<file path="config.mk">
export PLATFORM = sky130hd
export DESIGN_NAME = seg_show_sched
export DESIGN_NICKNAME = d
export VERILOG_FILES = /design/src/rtl/seg_show_sched.sv
export SDC_FILE = /design/constraint.sdc
export NUM_CORES = 1
export LEC_CHECK = 0
export CAP_MARGIN = 20
export CORE_UTILIZATION = 40
export DETAILED_ROUTE_END_ITERATION = 12
export GPL_ROUTABILITY_DRIVEN = 0
export PLACE_DENSITY_LB_ADDON = 0.2
export SYNTH_ARGS = -nofsm -noshare
export SYNTH_HDL_FRONTEND = slang
export SYNTH_SLANG_ARGS = --single-unit
</file>
<file path="constraint.sdc">
create_clock -name clk_1k -period 2.6 [get_ports clk_1k]
set_input_delay 0.65 -clock clk_1k [delete_from_list [all_inputs] [get_ports clk_1k]]
set_output_delay 0.65 -clock clk_1k [all_outputs]
set_load 0.02 [all_outputs]
</file>
<file path="src/rtl/seg_show_sched.sv">
// Display-time scheduler for the 6-digit seven-segment display: round-robin over three
// status sources with a blank gap between owners, preempted by a latched alarm code.
module seg_show_sched #(
    parameter int unsigned DWELL      = 2000,
    parameter int unsigned GAP        = 100,
    parameter int unsigned ALARM_HOLD = 3000
) (
    input  logic        clk_1k,
    input  logic        rst,
    input  logic [23:0] src0_data,
    input  logic        src0_valid,
    input  logic [23:0] src1_data,
    input  logic        src1_valid,
    input  logic [23:0] src2_data,
    input  logic        src2_valid,
    input  logic        alarm_req,
    input  logic [23:0] alarm_code,
    output logic        alarm_ack,
    output logic [23:0] show_data,
    output logic        show_en,
    output logic [1:0]  show_src
);

    localparam logic [1:0] ST_IDLE  = 2'd0;
    localparam logic [1:0] ST_SHOW  = 2'd1;
    localparam logic [1:0] ST_GAP   = 2'd2;
    localparam logic [1:0] ST_ALARM = 2'd3;

    localparam logic [15:0] DWELL_LAST = 16'(DWELL - 1);
    localparam logic [15:0] GAP_LAST   = 16'(GAP - 1);
    localparam logic [15:0] HOLD_LAST  = 16'(ALARM_HOLD - 1);

    logic [1:0]  state_q, state_d;
    logic [1:0]  ptr_q, ptr_d;
    logic [15:0] cnt_q, cnt_d;
    logic [23:0] show_data_q, show_data_d;
    logic        show_en_q, show_en_d;
    logic [1:0]  show_src_q, show_src_d;
    logic        ack_q, ack_d;

    logic [2:0] valid;
    logic [2:0] search_fwd;
    logic [2:0] search_inc;
    logic [2:0] search_low;
    logic       accept;

    assign valid = {src2_valid, src1_valid, src0_valid};

    function automatic logic [1:0] inc3(input logic [1:0] p);
        return (p == 2'd2) ? 2'd0 : p + 2'd1;
    endfunction

    // Returns {found, index} of the first valid source at start, start+1, start+2 (mod 3).
    function automatic logic [2:0] find_valid(input logic [1:0] start, input logic [2:0] v);
        logic [1:0] p;
        logic [2:0] r;
        p = start;
        r = 3'b000;
        for (int k = 0; k < 3; k++) begin
            if (!r[2] && v[p]) begin
                r = {1'b1, p};
            end
            p = inc3(p);
        end
        return r;
    endfunction

    function automatic logic [23:0] data_of(input logic [1:0] idx, input logic [23:0] d0,
                                            input logic [23:0] d1, input logic [23:0] d2);
        case (idx)
            2'd0:    return d0;
            2'd1:    return d1;
            default: return d2;
        endcase
    endfunction

    assign search_fwd = find_valid(inc3(ptr_q), valid);
    assign search_inc = find_valid(ptr_q, valid);
    assign search_low = find_valid(2'd0, valid);

    always_comb begin
        state_d     = state_q;
        ptr_d       = ptr_q;
        cnt_d       = cnt_q;
        show_data_d = show_data_q;
        show_en_d   = show_en_q;
        show_src_d  = show_src_q;
        ack_d       = 1'b0;
        accept      = 1'b0;

        case (state_q)
            ST_IDLE: begin
                if (alarm_req) begin
                    accept = 1'b1;
                end else if (search_low[2]) begin
                    ptr_d   = search_low[1:0];
                    cnt_d   = 16'd0;
                    state_d = ST_SHOW;
                end
            end
            ST_SHOW: begin
                if (alarm_req) begin
                    accept = 1'b1;
                end else if (!valid[ptr_q] || cnt_q == DWELL_LAST) begin
                    cnt_d = 16'd0;
                    if (!search_fwd[2]) begin
                        state_d = ST_IDLE;
                    end else if (search_fwd[1:0] != ptr_q) begin
                        ptr_d   = search_fwd[1:0];
                        state_d = ST_GAP;
                    end
                    // Sole valid source found again: stay in SHOW with a fresh dwell.
                end else begin
                    cnt_d = cnt_q + 16'd1;
                end
            end
            ST_GAP: begin
                if (alarm_req) begin
                    accept = 1'b1;
                end else if (cnt_q == GAP_LAST) begin
                    cnt_d = 16'd0;
                    if (search_inc[2]) begin
                        ptr_d   = search_inc[1:0];
                        state_d = ST_SHOW;
                    end else begin
                        state_d = ST_IDLE;
                    end
                end else begin
                    cnt_d = cnt_q + 16'd1;
                end
            end
            default: begin
                if (cnt_q == HOLD_LAST) begin
                    if (alarm_req) begin
                        accept = 1'b1;
                    end else begin
                        cnt_d   = 16'd0;
                        state_d = ST_GAP;
                    end
                end else begin
                    cnt_d = cnt_q + 16'd1;
                end
            end
        endcase

        // The interrupted source's pointer is deliberately left untouched.
        if (accept) begin
            state_d     = ST_ALARM;
            cnt_d       = 16'd0;
            show_data_d = alarm_code;
            ack_d       = 1'b1;
        end

        case (state_d)
            ST_SHOW: begin
                show_data_d = data_of(ptr_d, src0_data, src1_data, src2_data);
                show_en_d   = 1'b1;
                show_src_d  = ptr_d;
            end
            ST_ALARM: begin
                show_en_d  = 1'b1;
                show_src_d = 2'd3;
            end
            default: begin
                show_en_d = 1'b0;
            end
        endcase
    end

    always_ff @(posedge clk_1k) begin
        if (rst) begin
            state_q     <= ST_IDLE;
            ptr_q       <= 2'd0;
            cnt_q       <= 16'd0;
            show_data_q <= 24'h000000;
            show_en_q   <= 1'b0;
            show_src_q  <= 2'd0;
            ack_q       <= 1'b0;
        end else begin
            state_q     <= state_d;
            ptr_q       <= ptr_d;
            cnt_q       <= cnt_d;
            show_data_q <= show_data_d;
            show_en_q   <= show_en_d;
            show_src_q  <= show_src_d;
            ack_q       <= ack_d;
        end
    end

    assign alarm_ack = ack_q;
    assign show_data = show_data_q;
    assign show_en   = show_en_q;
    assign show_src  = show_src_q;

endmodule

</file>
==> metrics.cfg, run 1 <==
[critical_path]
cp_max_fo = 10
arrival_ns = 2.76
cp.required_ns = 2.83
crit_type = input port to flip-flop
critPathLaunchType = input port
end_kind = flip-flop

[routing]
via_per_inst = 5.66
drtAntennaViolNets = 0
routed_wl_um = 11000
drt-pass1-iter-count = 4
drc_errors = 0
drt_iter0_markers = 164
wl_per_cell_um = 16.6
num_vias = 3738

[floorplan]
start_util_pct = 41.4
fp.dieW_um = 91.6
fp-row-count = 32
fp.dieH_um = 91.6
core_area_um2 = 7770
die-area_um2 = 8400
io_pins = 130

[cts]
root_buffer = clkbuf_8
clkSinkCount = 48
clock_latency_ns = 0.30
cts_tree = yes
cts_buffers = 5
ctsHtreeMaxLevel = 2
clock_path_buffers = 2
clkTransAtPathRegs_ns = 0.09
hold_buffers = 0

[placement]
dp_hpwl_um = 8060
dp_slack_ns = -0.453
numPortBuffers = 129
dpl_cell_area_um2 = 4870

[logic_synthesis]
synth_top_area_cell = dfxtp_1
synth.avg_cell_area_um2 = 8.16
syn_nets = 497
yosysWarnings = 0
postSynth.asyncResetShare_pct = 0
synth_cell_types = 64
synth_edf_count = 0
ys_ff_latch = 48
ys_seq_area_share_pct = 29.9
syn_inst = 394
yosysMostFrequentCell = nor2_1
yosysTopAreaCellShare_pct = 29.9
synth_area_leaders = dfxtp_1, nor2_1, mux2i_1, a311o_1, a211oi_2
synthTopCellsByCount = nor2_1, dfxtp_1, nand2_1
syn_area_um2 = 3210
synthFlopType = dfxtp_1

[finish]
drive_above_1_share_pct = 19.1
nFillCells = 658
areaGrowthSynthToFinish_pct = 61.9
n_antenna_cell = 0
fin_nets = 661
fin_area_um2 = 5200

[sta]
finalMaxSlewViolations = 0
max_freq_ghz = 0.395
finalSetupViolCount = 0
holdWs_ns = 0.471
max-slew-margin-rel_pct = 63.5
min_period_over_period_pct = 97.4
fin_ws_ns = 0.0679
worst_clock_skew_ns = 0.00978
post-route-min-period_ns = 2.53
hold_violations = 0
worst_pin_slew_ns = 0.548
setup_tns_ns = 0

[global_routing]
grt_pass1_vias = 3649
grt-ovfl-total = 0
grt_antenna_before_repair = 0
grt_pass1_wl_um = 17500
grt_usage_pct = 25.8
grt_max_degree = 27

[power]
ir_worst_vdd_v = 0.000263
p_leak_nw = 2.03
cellPowerDensity_nw_per_um2 = 433

[run_status]
outcome = finished, final reports clean

[worst_hold_path]
hold_path_class = flip-flop to flip-flop

[flow_run]
drv_cap = 0

stage by stage:
stage | util (%) | total power [mW] | cells
finish | 67.0 | 2.25 | 661
global placement | 62.8 | 1.69 | 641
CTS | 65.5 | 2.22 | 658
detailed placement | 62.8 | 1.70 | 641
floorplan | - | 1.29 | 394
global route | 67.0 | 2.35 | 661
path summary, 6_finish.rpt:
check / to / slack, ns / from / depth (start not counted)
max reg2reg: show_data[14] / 0.08 / cnt_q[0] / 9
max: show_data[0] / 0.07 / src0_valid / 11
min: show_src[1] / 0.47 / show_src[1] / 2
min reg2reg: show_src[1] / 0.47 / show_src[1] / 2
critical path, stage by stage:
cell	delay, ns
dlygate4sd2_1	0.25
mux2i_1	0.17
o22ai_2	0.12
buf_4	0.16
buf_4	0.14
a221oi_4	0.31
a211o_2	0.22
nor2_4	0.05
buf_6	0.15
a311o_1	0.33
a211oi_2	0.21
logic make-up (layout without fill, tap and decap cells):
kind of cell	count (synthesis)	in the layout	share of synthesized area (%)
AOI/OAI and AO/OA	100	100	25.5
adders and majority gates	1	1	0.389
xor gates and xnor gates	11	11	3.00
and+or+nand+nor	170	170	27.3
DFF	48	48	29.9
muxes	25	25	7.83
buffers and inverters	39	204	6.00
timing repair:
item / CTS / global route
pin swaps: 7 / 9
gates resized for setup: 18 / 20
cloned: 1 / 1
endpoints found under the setup margin: 27 / 27
buffers inserted: 8 / 2
cells in the final DEF, fill, tap and decap left out, types with 3 or more instances in the layout:
cell type and count:
buf_4 49, a211oi_1 7, nand2_1 30, and4_1 4, inv_1 7, clkbuf_8 6
xor2_1 5, o21a_1 3, mux2i_1 22, nor3_1 7, nor2_1 71, a311o_1 14
a211oi_2 10, a21oi_1 8, nand4_1 6, o21ai_0 10, o211ai_1 10, clkdlybuf4s50_1 125
buf_12 4, a211o_1 10, or3_1 3, o22ai_1 3, dfxtp_2 6, o211a_1 3
buf_6 4, xnor2_1 6, nand3_1 16, dlygate4sd2_1 3, nor2b_1 5, dfxtp_1 42
power breakdown:
part / leakage (nW) / switching (mW) / total (mW) / internal, mW
Sequential: 0.398 / 0.0417 / 0.835 / 0.793
Clock: 0.0455 / 0.260 / 0.478 / 0.218
Combinational: 1.58 / 0.431 / 0.937 / 0.506
Total: 2.03 / 0.733 / 2.25 / 1.52
flip-flops by register name (all words and copies together) (netlist names):
register	flops
alarm_ack	1
ptr_q	2
show_src	2
state_q	2
cnt_q	16
show_data	24
show_en	1
routing by layer:
metal / up-vias / part of all wire [%] / wire length [µm] / global-route usage, %
met5: - / 0 / 0 / 0
met2: 149 / 49 / 5330 / 43.7
met1: 1781 / 41 / 4440 / 30.3
met3: 22 / 8.5 / 932 / 8.29
li1: 1786 / - / - / -
met4: 0 / 2.3 / 252 / 9.52
layout make-up:
type                            count  area [µm²]  share of cell area, %
Multi-Input combinational cell    307        2160                   41.6
Timing Repair Buffer              188        1820                   35.0
Sequential cell                    48         968                   18.6
Tap cell                          102         128                   2.45
Clock buffer                        8        90.1                   1.73
Inverter                            8        30.0                  0.577
No activity file was read; power rests on OpenSTA's default activity.
==> run 2: changes to the inputs <==
--- a/config.mk
+++ b/config.mk
@@ -7,9 +7,11 @@
 export LEC_CHECK = 0
 export CAP_MARGIN = 20
 export CORE_UTILIZATION = 40
+export CTS_CLUSTER_SIZE = 40
 export DETAILED_ROUTE_END_ITERATION = 12
 export GPL_ROUTABILITY_DRIVEN = 0
 export PLACE_DENSITY_LB_ADDON = 0.2
+export SKIP_CTS_REPAIR_TIMING = 1
 export SYNTH_ARGS = -nofsm -noshare
 export SYNTH_HDL_FRONTEND = slang
 export SYNTH_SLANG_ARGS = --single-unit
==> metrics.cfg, run 2 (synthesis gave the netlist of run 1 again) <==
[run_status]
outcome = finished, final reports clean

[worst_hold_path]
hold_path_class = flip-flop to flip-flop
min_from = show_src[1]

[sta]
fin_ws_ns = 0.000521  ; -0.0673 ns
finalMaxSlewViolations = 0  ; unchanged
finalSetupViolCount = 0  ; unchanged
worst_clock_skew_ns = 0.0102  ; +0.000422 ns
rsz0062_at_grt = yes
hold_violations = 0  ; unchanged
worst_pin_slew_ns = 0.529  ; -0.0190 ns
max_freq_ghz = 0.385  ; -2.6%
max-slew-margin-rel_pct = 64.7  ; +1.3 points
holdWs_ns = 0.471  ; -0.000483 ns
post-route-min-period_ns = 2.60  ; +0.0673 ns
min_period_over_period_pct = 100  ; +2.6 points

[global_routing]
grt_max_degree = 27  ; unchanged
grt-ovfl-total = 0  ; unchanged
grt_antenna_before_repair = 0  ; unchanged
grt_pass1_vias = 3599  ; -1.4%
grt_pass1_wl_um = 17000  ; -2.6%
grt_usage_pct = 25.0  ; -0.76 points

[flow_run]
drv_cap = 0  ; unchanged

[floorplan]
core_area_um2 = 7770  ; unchanged
io_pins = 130  ; unchanged
fp.dieH_um = 91.6  ; unchanged
start_util_pct = 41.4  ; unchanged
fp.dieW_um = 91.6  ; unchanged
fp-row-count = 32  ; unchanged
die-area_um2 = 8400  ; unchanged

[critical_path]
critPathLaunchType = flip-flop
slowest_delay_ns = 0.38  ; +0.05 ns
cp_max_fo = 5  ; -5
crit_type = flip-flop to flip-flop
cpMaxStageDelayCell = o311a_1
end_kind = flip-flop
arrival_ns = 2.81  ; +0.05 ns
crit_path_start = cnt_q[1]
crit_buf_inv = 1  ; -3
path_cells = ha_4, nor4b_4, nand4_2, a21o_1, o311a_1, a311oi_4, buf_6, mux2_4, o211a_1
crit_family = compound AO/OA/AOI/OAI gates
cp.required_ns = 2.81  ; -0.02 ns
r2r-start = cnt_q[1]

[cts]
clkTransAtPathRegs_ns = 0.10  ; about the same
clock_latency_ns = 0.30  ; about the same
ctsHtreeMaxLevel = 2  ; unchanged
cts_tree = yes
root_buffer = clkbuf_8
clock_path_buffers = 2  ; unchanged
cts_buffers = 5  ; unchanged
clkSinkCount = 48  ; unchanged

[finish]
finish.utilization_pct = 66.7  ; -0.31 points
n_antenna_cell = 0  ; unchanged
final_cell_mix = clkdlybuf4s50_1, nor2_1, buf_4
stdcell_count = 657  ; -0.61%
areaGrowthSynthToFinish_pct = 61.1
drive_above_1_share_pct = 19.3  ; +0.14 points
fin_nets = 657  ; -0.61%
largest_register_ffs = 24  ; unchanged
nFillCells = 653  ; -0.76%
layout_commonest_cell = clkdlybuf4s50_1

[routing]
wl_met2_um = 5280  ; -0.94%
drc_errors = 0  ; unchanged
wl_met1_um = 4330  ; -2.5%
wl_per_cell_um = 16.4  ; -1.0%
num_vias = 3669  ; -1.8%
routed-wl-met3_um = 933  ; +0.11%
via_per_inst = 5.58  ; -1.2%
drtAntennaViolNets = 0  ; unchanged
drt-pass1-iter-count = 5  ; +1
routed_wl_um = 10800  ; -1.6%
drt_iter0_markers = 141  ; -14%
top_layer_used = met4

[power]
cellPowerDensity_nw_per_um2 = 436  ; +0.84%
ir_worst_vdd_v = 0.000275  ; +4.6%
p_leak_nw = 2.00  ; -1.2%
p_total_mw = 2.26  ; +0.38%

[placement]
dp.cells = 641  ; unchanged
dp_slack_ns = -0.453  ; unchanged
numPortBuffers = 129  ; unchanged
dp_hpwl_um = 8060  ; unchanged

## run 2: cell count changes in the layout (fill, tap and decap cells not counted), sizes merged
cell | before | now
clkdlybuf4s50 | 125 | 126
buf | 58 | 54
dlygate4sd2 | 3 | 0
dlymetal6s2s | 1 | 3
## run 2: layout make-up
class                           count  area, µm²  area share [%]
Timing Repair Buffer              184       1800            34.7
Tap cell                          102        128            2.46
Inverter                            8       30.0           0.580
Multi-Input combinational cell    307       2170            41.8
Sequential cell                    48        967            18.7
Clock buffer                        8       90.1            1.74
## run 2: worst register-to-register path, delay by kind of cell (launching register included)
family          cells  cell delay [ns]
compound gates      4             1.08
simple gates        2             0.41
flops               1             0.37
mux                 1             0.31
buf+inv             1             0.19
fa+ha+maj           1             0.15
## run 2: final timing paths
kind	to	slack [ns]	cells after the start
worst min-delay path	show_src[1]	0.47	2
worst max register to register	show_data[14]	0.0005	9
worst max-delay path	show_data[14]	0.0005	9
worst min register to register	show_src[1]	0.47	2
## run 2: stage by stage
step	cell area, µm²	setup TNS [ns]
CTS	4960	-2.59
finish	5180	0
detailed placement	4870	-12.62
global placement	4870	-10.02
floorplan	3210	0
global route	5180	-1.40
## run 2: metal layers
layer / track usage, % / up-vias
met5: 0 / -
met4: 8.60 / 0
met3: 8.37 / 25
met2: 42.3 / 147
met1: 29.6 / 1724
li1: - / 1773
## run 2: report_power, final
group | total, mW | internal, mW | switching [mW] | leakage [nW]
logic | 0.947 | 0.514 | 0.433 | 1.56
clock network | 0.477 | 0.218 | 0.259 | 0.0455
registers | 0.835 | 0.793 | 0.0413 | 0.397
total | 2.26 | 1.53 | 0.733 | 2.00
